[src/rtl/regfile_mp_pkg.sv]
// regfile_mp_pkg: shared definitions for the multi-ported register file.
//   RF_ADDR_WIDTH / RF_DATA_WIDTH : default address and data widths
//   REG_ZERO                      : address of the optional hardwired-zero register
//   sb_op_e                       : per-entry scoreboard update selected each cycle
package regfile_mp_pkg;

  localparam int unsigned RF_ADDR_WIDTH = 5;
  localparam int unsigned RF_DATA_WIDTH = 32;
  localparam int unsigned REG_ZERO      = 0;

  typedef enum logic [1:0] {
    SB_HOLD,
    SB_CLEAR,
    SB_SET
  } sb_op_e;

endpackage

[src/rtl/regfile_mp_sb.sv]
// regfile_sb: pending-bit scoreboard, one bit per stored register entry.
//   clk, rst_n : rising-edge clock, asynchronous active-low reset
//   wr_en      : per-write-port enable; a write clears the target's pending bit
//   wr_addr    : packed write addresses, port j at [j*ADDR_WIDTH +: ADDR_WIDTH]
//   rsv_en     : reserve request; sets the pending bit of rsv_addr
//   rsv_addr   : register to reserve
//   pending    : pending bits indexed by entry (address - ZERO_REG)
module regfile_sb
  import regfile_mp_pkg::*;
#(
  parameter int unsigned ADDR_WIDTH = RF_ADDR_WIDTH,
  parameter int unsigned WR_PORTS   = 1,
  parameter int unsigned ZERO_REG   = 1
) (
  input  logic                                  clk,
  input  logic                                  rst_n,
  input  logic [WR_PORTS-1:0]                   wr_en,
  input  logic [WR_PORTS*ADDR_WIDTH-1:0]        wr_addr,
  input  logic                                  rsv_en,
  input  logic [ADDR_WIDTH-1:0]                 rsv_addr,
  output logic [(2**ADDR_WIDTH)-ZERO_REG-1:0]   pending
);

  localparam int unsigned N_ENT = (2**ADDR_WIDTH) - ZERO_REG;

  sb_op_e op [N_ENT];

  function automatic logic is_zero(input logic [ADDR_WIDTH-1:0] a);
    return (ZERO_REG != 0) && (a == ADDR_WIDTH'(REG_ZERO));
  endfunction

  function automatic logic [ADDR_WIDTH-1:0] ent_idx(input logic [ADDR_WIDTH-1:0] a);
    return a - ADDR_WIDTH'(ZERO_REG);
  endfunction

  // Reserve is applied after all clears so a new producer issued in the
  // same cycle as the completing write keeps the register pending.
  always_comb begin
    for (int unsigned e = 0; e < N_ENT; e++) op[e] = SB_HOLD;
    for (int unsigned j = 0; j < WR_PORTS; j++) begin
      if (wr_en[j] && !is_zero(wr_addr[j*ADDR_WIDTH +: ADDR_WIDTH]))
        op[ent_idx(wr_addr[j*ADDR_WIDTH +: ADDR_WIDTH])] = SB_CLEAR;
    end
    if (rsv_en && !is_zero(rsv_addr))
      op[ent_idx(rsv_addr)] = SB_SET;
  end

  always_ff @(posedge clk or negedge rst_n) begin
    if (!rst_n) begin
      pending <= '0;
    end else begin
      for (int unsigned e = 0; e < N_ENT; e++) begin
        case (op[e])
          SB_SET:   pending[e] <= 1'b1;
          SB_CLEAR: pending[e] <= 1'b0;
          default:  ;
        endcase
      end
    end
  end

endmodule

[src/rtl/regfile_mp.sv]
// regfile_mp: parametrised multi-ported register file with pending scoreboard.
//   clk, rst_n : rising-edge clock, asynchronous active-low reset
//   rd_addr    : packed read addresses, port i at [i*ADDR_WIDTH +: ADDR_WIDTH]
//   rd_data    : packed combinational read data
//   rd_busy    : 1 = addressed register still awaits its reserved producer
//   wr_en      : per-write-port enable (higher port index wins on conflicts)
//   wr_addr    : packed write addresses
//   wr_data    : packed write data
//   rsv_en     : reserve (mark pending) request from issue
//   rsv_addr   : register to reserve
module regfile_mp
  import regfile_mp_pkg::*;
#(
  parameter int unsigned ADDR_WIDTH = RF_ADDR_WIDTH,
  parameter int unsigned DATA_WIDTH = RF_DATA_WIDTH,
  parameter int unsigned RD_PORTS   = 2,
  parameter int unsigned WR_PORTS   = 1,
  parameter int unsigned ZERO_REG   = 1,
  parameter int unsigned BYPASS     = 1
) (
  input  logic                           clk,
  input  logic                           rst_n,
  input  logic [RD_PORTS*ADDR_WIDTH-1:0] rd_addr,
  output logic [RD_PORTS*DATA_WIDTH-1:0] rd_data,
  output logic [RD_PORTS-1:0]            rd_busy,
  input  logic [WR_PORTS-1:0]            wr_en,
  input  logic [WR_PORTS*ADDR_WIDTH-1:0] wr_addr,
  input  logic [WR_PORTS*DATA_WIDTH-1:0] wr_data,
  input  logic                           rsv_en,
  input  logic [ADDR_WIDTH-1:0]          rsv_addr
);

  localparam int unsigned N_ENT = (2**ADDR_WIDTH) - ZERO_REG;

  logic [DATA_WIDTH-1:0] mem [N_ENT];
  logic [N_ENT-1:0]      pending;

  function automatic logic is_zero(input logic [ADDR_WIDTH-1:0] a);
    return (ZERO_REG != 0) && (a == ADDR_WIDTH'(REG_ZERO));
  endfunction

  function automatic logic [ADDR_WIDTH-1:0] ent_idx(input logic [ADDR_WIDTH-1:0] a);
    return a - ADDR_WIDTH'(ZERO_REG);
  endfunction

  regfile_sb #(
    .ADDR_WIDTH (ADDR_WIDTH),
    .WR_PORTS   (WR_PORTS),
    .ZERO_REG   (ZERO_REG)
  ) u_sb (
    .clk      (clk),
    .rst_n    (rst_n),
    .wr_en    (wr_en),
    .wr_addr  (wr_addr),
    .rsv_en   (rsv_en),
    .rsv_addr (rsv_addr),
    .pending  (pending)
  );

  // Ports are scanned in ascending order; the last non-blocking assignment
  // to an entry wins, giving the higher port index priority.
  always_ff @(posedge clk or negedge rst_n) begin
    if (!rst_n) begin
      for (int unsigned e = 0; e < N_ENT; e++) mem[e] <= '0;
    end else begin
      for (int unsigned j = 0; j < WR_PORTS; j++) begin
        if (wr_en[j] && !is_zero(wr_addr[j*ADDR_WIDTH +: ADDR_WIDTH]))
          mem[ent_idx(wr_addr[j*ADDR_WIDTH +: ADDR_WIDTH])] <= wr_data[j*DATA_WIDTH +: DATA_WIDTH];
      end
    end
  end

  always_comb begin
    rd_data = '0;
    rd_busy = '0;
    for (int unsigned i = 0; i < RD_PORTS; i++) begin
      if (!is_zero(rd_addr[i*ADDR_WIDTH +: ADDR_WIDTH])) begin
        rd_data[i*DATA_WIDTH +: DATA_WIDTH] = mem[ent_idx(rd_addr[i*ADDR_WIDTH +: ADDR_WIDTH])];
        rd_busy[i] = pending[ent_idx(rd_addr[i*ADDR_WIDTH +: ADDR_WIDTH])];
        if (BYPASS != 0) begin
          for (int unsigned j = 0; j < WR_PORTS; j++) begin
            if (wr_en[j] && (wr_addr[j*ADDR_WIDTH +: ADDR_WIDTH] == rd_addr[i*ADDR_WIDTH +: ADDR_WIDTH])) begin
              rd_data[i*DATA_WIDTH +: DATA_WIDTH] = wr_data[j*DATA_WIDTH +: DATA_WIDTH];
              rd_busy[i] = 1'b0;
            end
          end
        end
      end
    end
  end

endmodule

[config.mk]
export PLATFORM = sky130hd
export DESIGN_NAME = regfile_mp
export DESIGN_NICKNAME = d
export VERILOG_FILES = /design/src/rtl/regfile_mp_pkg.sv /design/src/rtl/regfile_mp_sb.sv /design/src/rtl/regfile_mp.sv
export SDC_FILE = /design/constraint.sdc
export NUM_CORES = 2
export LEC_CHECK = 0
export CORE_MARGIN = 2
export CORE_UTILIZATION = 28
export CTS_CLUSTER_SIZE = 25
export DETAILED_ROUTE_END_ITERATION = 10
export GPL_TIMING_DRIVEN = 0
export PLACE_DENSITY = 0.41
export SETUP_SLACK_MARGIN = 0.4
export SYNTH_ARGS = -nofsm -noshare
export SYNTH_HDL_FRONTEND = slang
export SYNTH_SLANG_ARGS = --single-unit
[constraint.sdc]
create_clock -name clk -period 6.8 [get_ports clk]
set_input_delay 2.04 -clock clk [delete_from_list [all_inputs] [get_ports clk]]
set_output_delay 2.04 -clock clk [all_outputs]
set_load 0.01 [all_outputs]
Word-level counts from Yosys, hierarchy flattened
Cells that the tools add are included.
{ "classes": {"n_div": 0, "addsub": 4, "eq_ne": 64, "mul": 0, "bitwise_logic": 7, "reduce_logical": 43, "n_lt_le_gt_ge": 8, "n_mux": 58, "shifts": 0} }
{ "op_table": {"columns": ["cell", "count"], "rows": [
  ["$bwmux W992", 1],
  ["$bmux W32 S5", 2],
  ["$mux W32", 9],
  ["$demux W32 S5", 1],
  ["$eq A2 B1 Y1 const B", 31],
  ["$eq A2 B2 Y1 const B", 31],
  ["$mux W62", 1],
  ["$pmux W1 S2", 31],
  ["$reduce_bool A2 Y1", 31],
  ["$mux W61", 1],
  ["$and A31 B31 Y31", 1],
  ["$not A31 Y31", 1],
  ["$or A31 B31 Y31", 1],
  ["$ge A6 B6 Y1 const B", 4],
  ["$not A5 Y6", 4],
  ["$demux W2 S5", 2],
  ["$logic_not A5 Y1", 4],
  ["$sub A5 B1 Y5 const B", 4],
  ["$lt A5 B6 Y1 const B", 2],
  ["$lt A6 B1 Y1 const B", 2],
  ["$bmux W1 S5", 2],
  ["$eq A5 B5 Y1", 2],
  ["$logic_and A1 B1 Y1", 6],
  ["$mux W1", 6],
  ["other kinds (2)", 4]
]} }
{ "totals": {"rom_bits": 0, "elab_cells": 246, "ram_bits": 0, "latchBits": 0, "register_bits": 1023, "mem_count": 0} }

Depth between registers and ports, before layout
{ "logic_depth": {"depth_word": 11, "mapped_depth": 15, "depth_no_buf": 9} }

Hierarchy
A second synthesis with hierarchy kept.
{ "unflattened": {"cells_unflattened": 4052, "hier_area_um2": 57007.2} }
{ "by_module_without_submodules": {"columns": ["module", "area_per_inst_um2", "cells_per_inst", "instances"], "rows": [
  ["regfile_mp", 54923.9, 3816, 1],
  ["regfile_sb", 2083.2, 236, 1]
]} }

Worst setup path before layout
No wires, ideal clock.
{ "synth_timing": {"path_type": "in2out", "start": "input port rd_addr[5]", "end": "output port rd_data[38]", "stages": 13, "slack_ns": 0.172, "required_time_ns": 4.760, "arrival_ns": 4.588, "cell_sequence": "buf_4 > buf_6 > buf_2 > inv_1 > ha_1 > buf_2 > buf_2 > clkbuf_1 > mux4_2 > nand3_1 > o21ai_0 > o31a_1 > a2bb2oi_2"} }
{ "synth_between": {"elab_chain_len": 7} }
{ "synth_rtl": {"columns": ["item", "line_no", "text"], "rows": [
  ["start: declaration", "regfile_mp.sv:23", "input logic [RD_PORTS*ADDR_WIDTH-1:0] rd_addr,"],
  ["$sub A5 B1 Y5", "regfile_mp.sv:43", "return a - ADDR_WIDTH'(ZERO_REG);"],
  ["$not A5 Y6 (implied by the code)", "regfile_mp.sv:78", "rd_data[i*DATA_WIDTH +: DATA_WIDTH] = mem[ent_idx(rd_addr[i*ADDR_WIDTH +: ADDR_WIDTH])];"],
  ["$bmux W32 S5", "regfile_mp.sv:78", null],
  ["$mux W32 (implied by the code) (2 in series)", "regfile_mp.sv:78", null],
  ["$mux W32", "regfile_mp.sv:82", "if (wr_en[j] && (wr_addr[j*ADDR_WIDTH +: ADDR_WIDTH] == rd_addr[i*ADDR_WIDTH +: ADDR_WIDTH])) begin"],
  ["$mux W32 *", "regfile_mp.sv:77", "if (!is_zero(rd_addr[i*ADDR_WIDTH +: ADDR_WIDTH])) begin"],
  ["end: declaration", "regfile_mp.sv:24", "output logic [RD_PORTS*DATA_WIDTH-1:0] rd_data,"]
]} }
Every way passes the cells marked *; elsewhere a longest branch is shown, timed or not. The select of a mux whose other input is x is not followed.

Final worst setup path
{ "layout_timing": {"start": "input port rd_addr[5]", "end": "output port rd_data[32]"} }
Same word-level chain as after synthesis.

==> flow_metrics.py <==
metrics = {
    "timing": {
        "fmax_ghz": 0.146,
        "fin_crit_sh_pct": 101,
        "clock_skew_ns": 0,
        "timing.slew.headroom_pct": -4.27,
        "whs_ns": 0.504,
        "fin_ws_ns": -0.0447,
        "post-route-min-period_ns": 6.84,
        "finalSetupViolCount": 4,
        "maxSlewViolCount": 19,
        "tightest_slew_ns": 1.56,
        "rsz0062_at_grt": "yes",
        "finalHoldViolCount": 0,
    },
    "floorplanning": {
        "die_h_um": 459,
        "core_area_sq_mm": 0.207,
        "start_util_pct": 28.1,
        "dieArea_sq_mm": 0.211,
        "die_w_um": 459,
        "placementRows": 167,
        "pin_count": 122,
    },
    "clock_tree": {
        "clkLatencyLatePin_ns": 0.79,
        "tritoncts": "done",
        "ctsHoldBuffers": 0,
        "cts_sinks": 1023,
        "clockBufferDepth": 3,
        "cts_root_buf": "clkbuf_16",
        "path_clk_slew_ns": 0.06,
        "h-tree-depth": 4,
        "cts_made_buffers": 130,
    },
    "setup_path": {
        "crit_type": "in -> out",
        "worst_ep_arrival_time_ns": 4.80,
        "cp-start-kind": "input pin",
        "worstSetupEndpointType": "output port",
        "cp_max_fo": 8,
        "r2r_cells": 1,
        "worstPathRequired_ns": 4.76,
    },
    "place": {
        "place_congestion": 0.896,
        "post-dp-hpwl_mm": 194,
        "placed_cells": 7330,
        "io_buffers": 113,
        "dpl_worst_slack_ns": -2.98,
    },
    "global_routing": {
        "grt_max_degree": 156,
        "antenna_found_initial": 18,
        "gr-usage-all-layers_pct": 25.6,
        "grt_overflow_total": 0,
        "grt_pass1_wl_mm": 374,
        "grt_pass1_vias": 44000,
    },
    "run_status": {
        "violations": "capacitance limit, slew limit, setup timing",
        "status": "finished with violations",
    },
    "routing": {
        "drt-total-wl_mm": 275,
        "drtIter0Drc": 3905,
        "antenna_left": 0,
        "drt-pass1-iter-count": 6,
        "via_count": 43800,
        "route.detailed.drc": 0,
        "vias_per_cell": 5.68,
        "avgRoutedWirePerCell_um": 35.7,
    },
    "yosys": {
        "synth_top_area_share_pct": 44.1,
        "synth_most_common_cell": "dfrtp_1",
        "synth_cells": 4505,
        "ys_warn_count": 0,
        "synth_top_flop_cell": "dfrtp_1",
        "yosys-top-cells-count": "dfrtp_1, mux2_2, nand2_1",
        "synth_area_sq_mm": 0.0581,
        "ys_top_cells_by_area": "dfrtp_1, mux2_2, mux4_2",
        "netlist-cell-type-count": 69,
        "ys_async_sr_fraction_pct": 100,
        "synth_edf_count": 0,
        "yosysSeqAreaShare_pct": 44.1,
        "yosysTopAreaCell": "dfrtp_1",
        "syn_avg_cell_area_sq_um": 12.9,
        "synth_seq_cells": 1023,
        "syn-num-nets": 4594,
    },
    "layout": {
        "final_cells": 7711,
        "layout-drive-gt1-share_pct": 48.6,
        "nets": 4994,
        "post-route-util_pct": 35.3,
        "syn2layout_area_growth_pct": 25.7,
        "fill_cells": 20100,
    },
    "hold_path": {
        "hold_path_class": "reg -> reg",
        "holdPathStages": 2,
    },
    "power_and_ir_drop": {
        "p_per_area_mw_per_mm2": 290,
        "irDropWorstVdd_mv": 0.236,
        "p_leak_nw": 30.5,
    },
    "run": {
        "drv_cap": 2,
    },
}
[what timing repair did]
action / in CTS / in global routing
cloned: 11 / 6
buffers inserted: 81 / 51
gates resized for setup: 952 / 397
pin swaps: 110 / 187
setup endpoints to repair: 66 / 66
[worst max-delay path: stages]
cell        delay [ns]
buf_16            0.12
buf_12            0.13
buf_16            0.11
clkinvlp_4        0.15
ha_4              0.32
buf_6             0.11
buf_12            0.15
buf_12            0.12
buf_16            0.16
clkbuf_16         0.18
mux4_2            0.20
nand2_2           0.08
a31oi_4           0.23
nand3_4           0.11
a2bb2oi_4         0.39
buf_6             0.17
[registers in the layout, summed over array words and instances (netlist names)]
register      cells
u_sb.pending     31
mem             992
[cells by family after synthesis]
| kind of cell | after synthesis | share of synthesized area (%) |
|---|---|---|
| AO/OA/AOI/OAI | 631 | 7.30 |
| XOR/XNOR | 18 | 0.323 |
| multiplexers | 1557 | 38.4 |
| flip-flops | 1023 | 44.1 |
| adder cells (fa/ha/maj) | 33 | 0.711 |
| buffers and inverters | 484 | 3.68 |
| AND/OR/NAND/NOR | 759 | 5.54 |
[final timing paths]
kind,start,end,slack (ns)
min,u_sb.pending[12]$_DFFE_PN0P_,u_sb.pending[12]$_DFFE_PN0P_,0.50
max reg2reg,mem[509]$_DFFE_PN0P_,mem[509]$_DFFE_PN0P_,5.99
max in group asynchronous,rst_n,mem[901]$_DFFE_PN0P_,3.73
min in group asynchronous,rst_n,mem[632]$_DFFE_PN0P_,1.14
min reg2reg,u_sb.pending[12]$_DFFE_PN0P_,u_sb.pending[12]$_DFFE_PN0P_,0.50
max,rd_addr[5],rd_data[32],-0.04
[cell type report]
cell class	instances	area, sq um	area share (%)
multi-input cells	2998	32100	44.0
flip-flops and latches	1023	25600	35.1
plain buffers	476	4290	5.88
clock buffers	194	3790	5.19
well taps	2704	3380	4.63
repair buffers	270	3350	4.59
clock inverters	32	390	0.535
inverters	6	38.8	0.0531
diodes	8	20.0	0.0274
[stage by stage]
| stage | cell area (sq um) | power [W] | setup TNS [ns] |
|---|---|---|---|
| global placement | 62700 | 0.0133 | - |
| CTS | 70900 | 0.0209 | 0 |
| detailed placement | 62900 | 0.0133 | -166.86 |
| global route | 73000 | 0.0220 | -0.00681 |
| floorplan | 58200 | 0.0114 | 0 |
| finish | 73000 | 0.0212 | -0.0807 |
[per-layer routing]
layer	wire, um	vias up	part of all wire (%)	global-route usage (%)
li1	-	17800	-	-
met1	118000	23600	43	34.8
met2	125000	1772	45	39.8
met3	20000	495	7.3	5.24
met5	138	-	0.050	0.413
met4	12400	4	4.5	10.4
[placed cells by master (no fill, tap or decap), types with 57 or more instances in the layout]
| master | n |
|---|---|
| nand3_1 | 101 |
| buf_4 | 85 |
| clkbuf_16 | 158 |
| a21oi_1 | 170 |
| nand2_1 | 466 |
| mux4_2 | 433 |
| buf_6 | 104 |
| o21ai_0 | 88 |
| buf_12 | 82 |
| dfrtp_1 | 1023 |
| nor2_1 | 57 |
| mux2_2 | 995 |
| clkbuf_1 | 167 |
| buf_2 | 97 |
| mux2i_1 | 121 |
[power breakdown]
| group | switching (W) | internal (W) | leakage, nW |
|---|---|---|---|
| sequential | 0.000882 | 0.00731 | 13.1 |
| combinational | 0.00284 | 0.00314 | 15.4 |
| clock | 0.00294 | 0.00408 | 2.05 |
| total | 0.00667 | 0.0145 | 30.5 |
(Power assumes the default switching activity.)
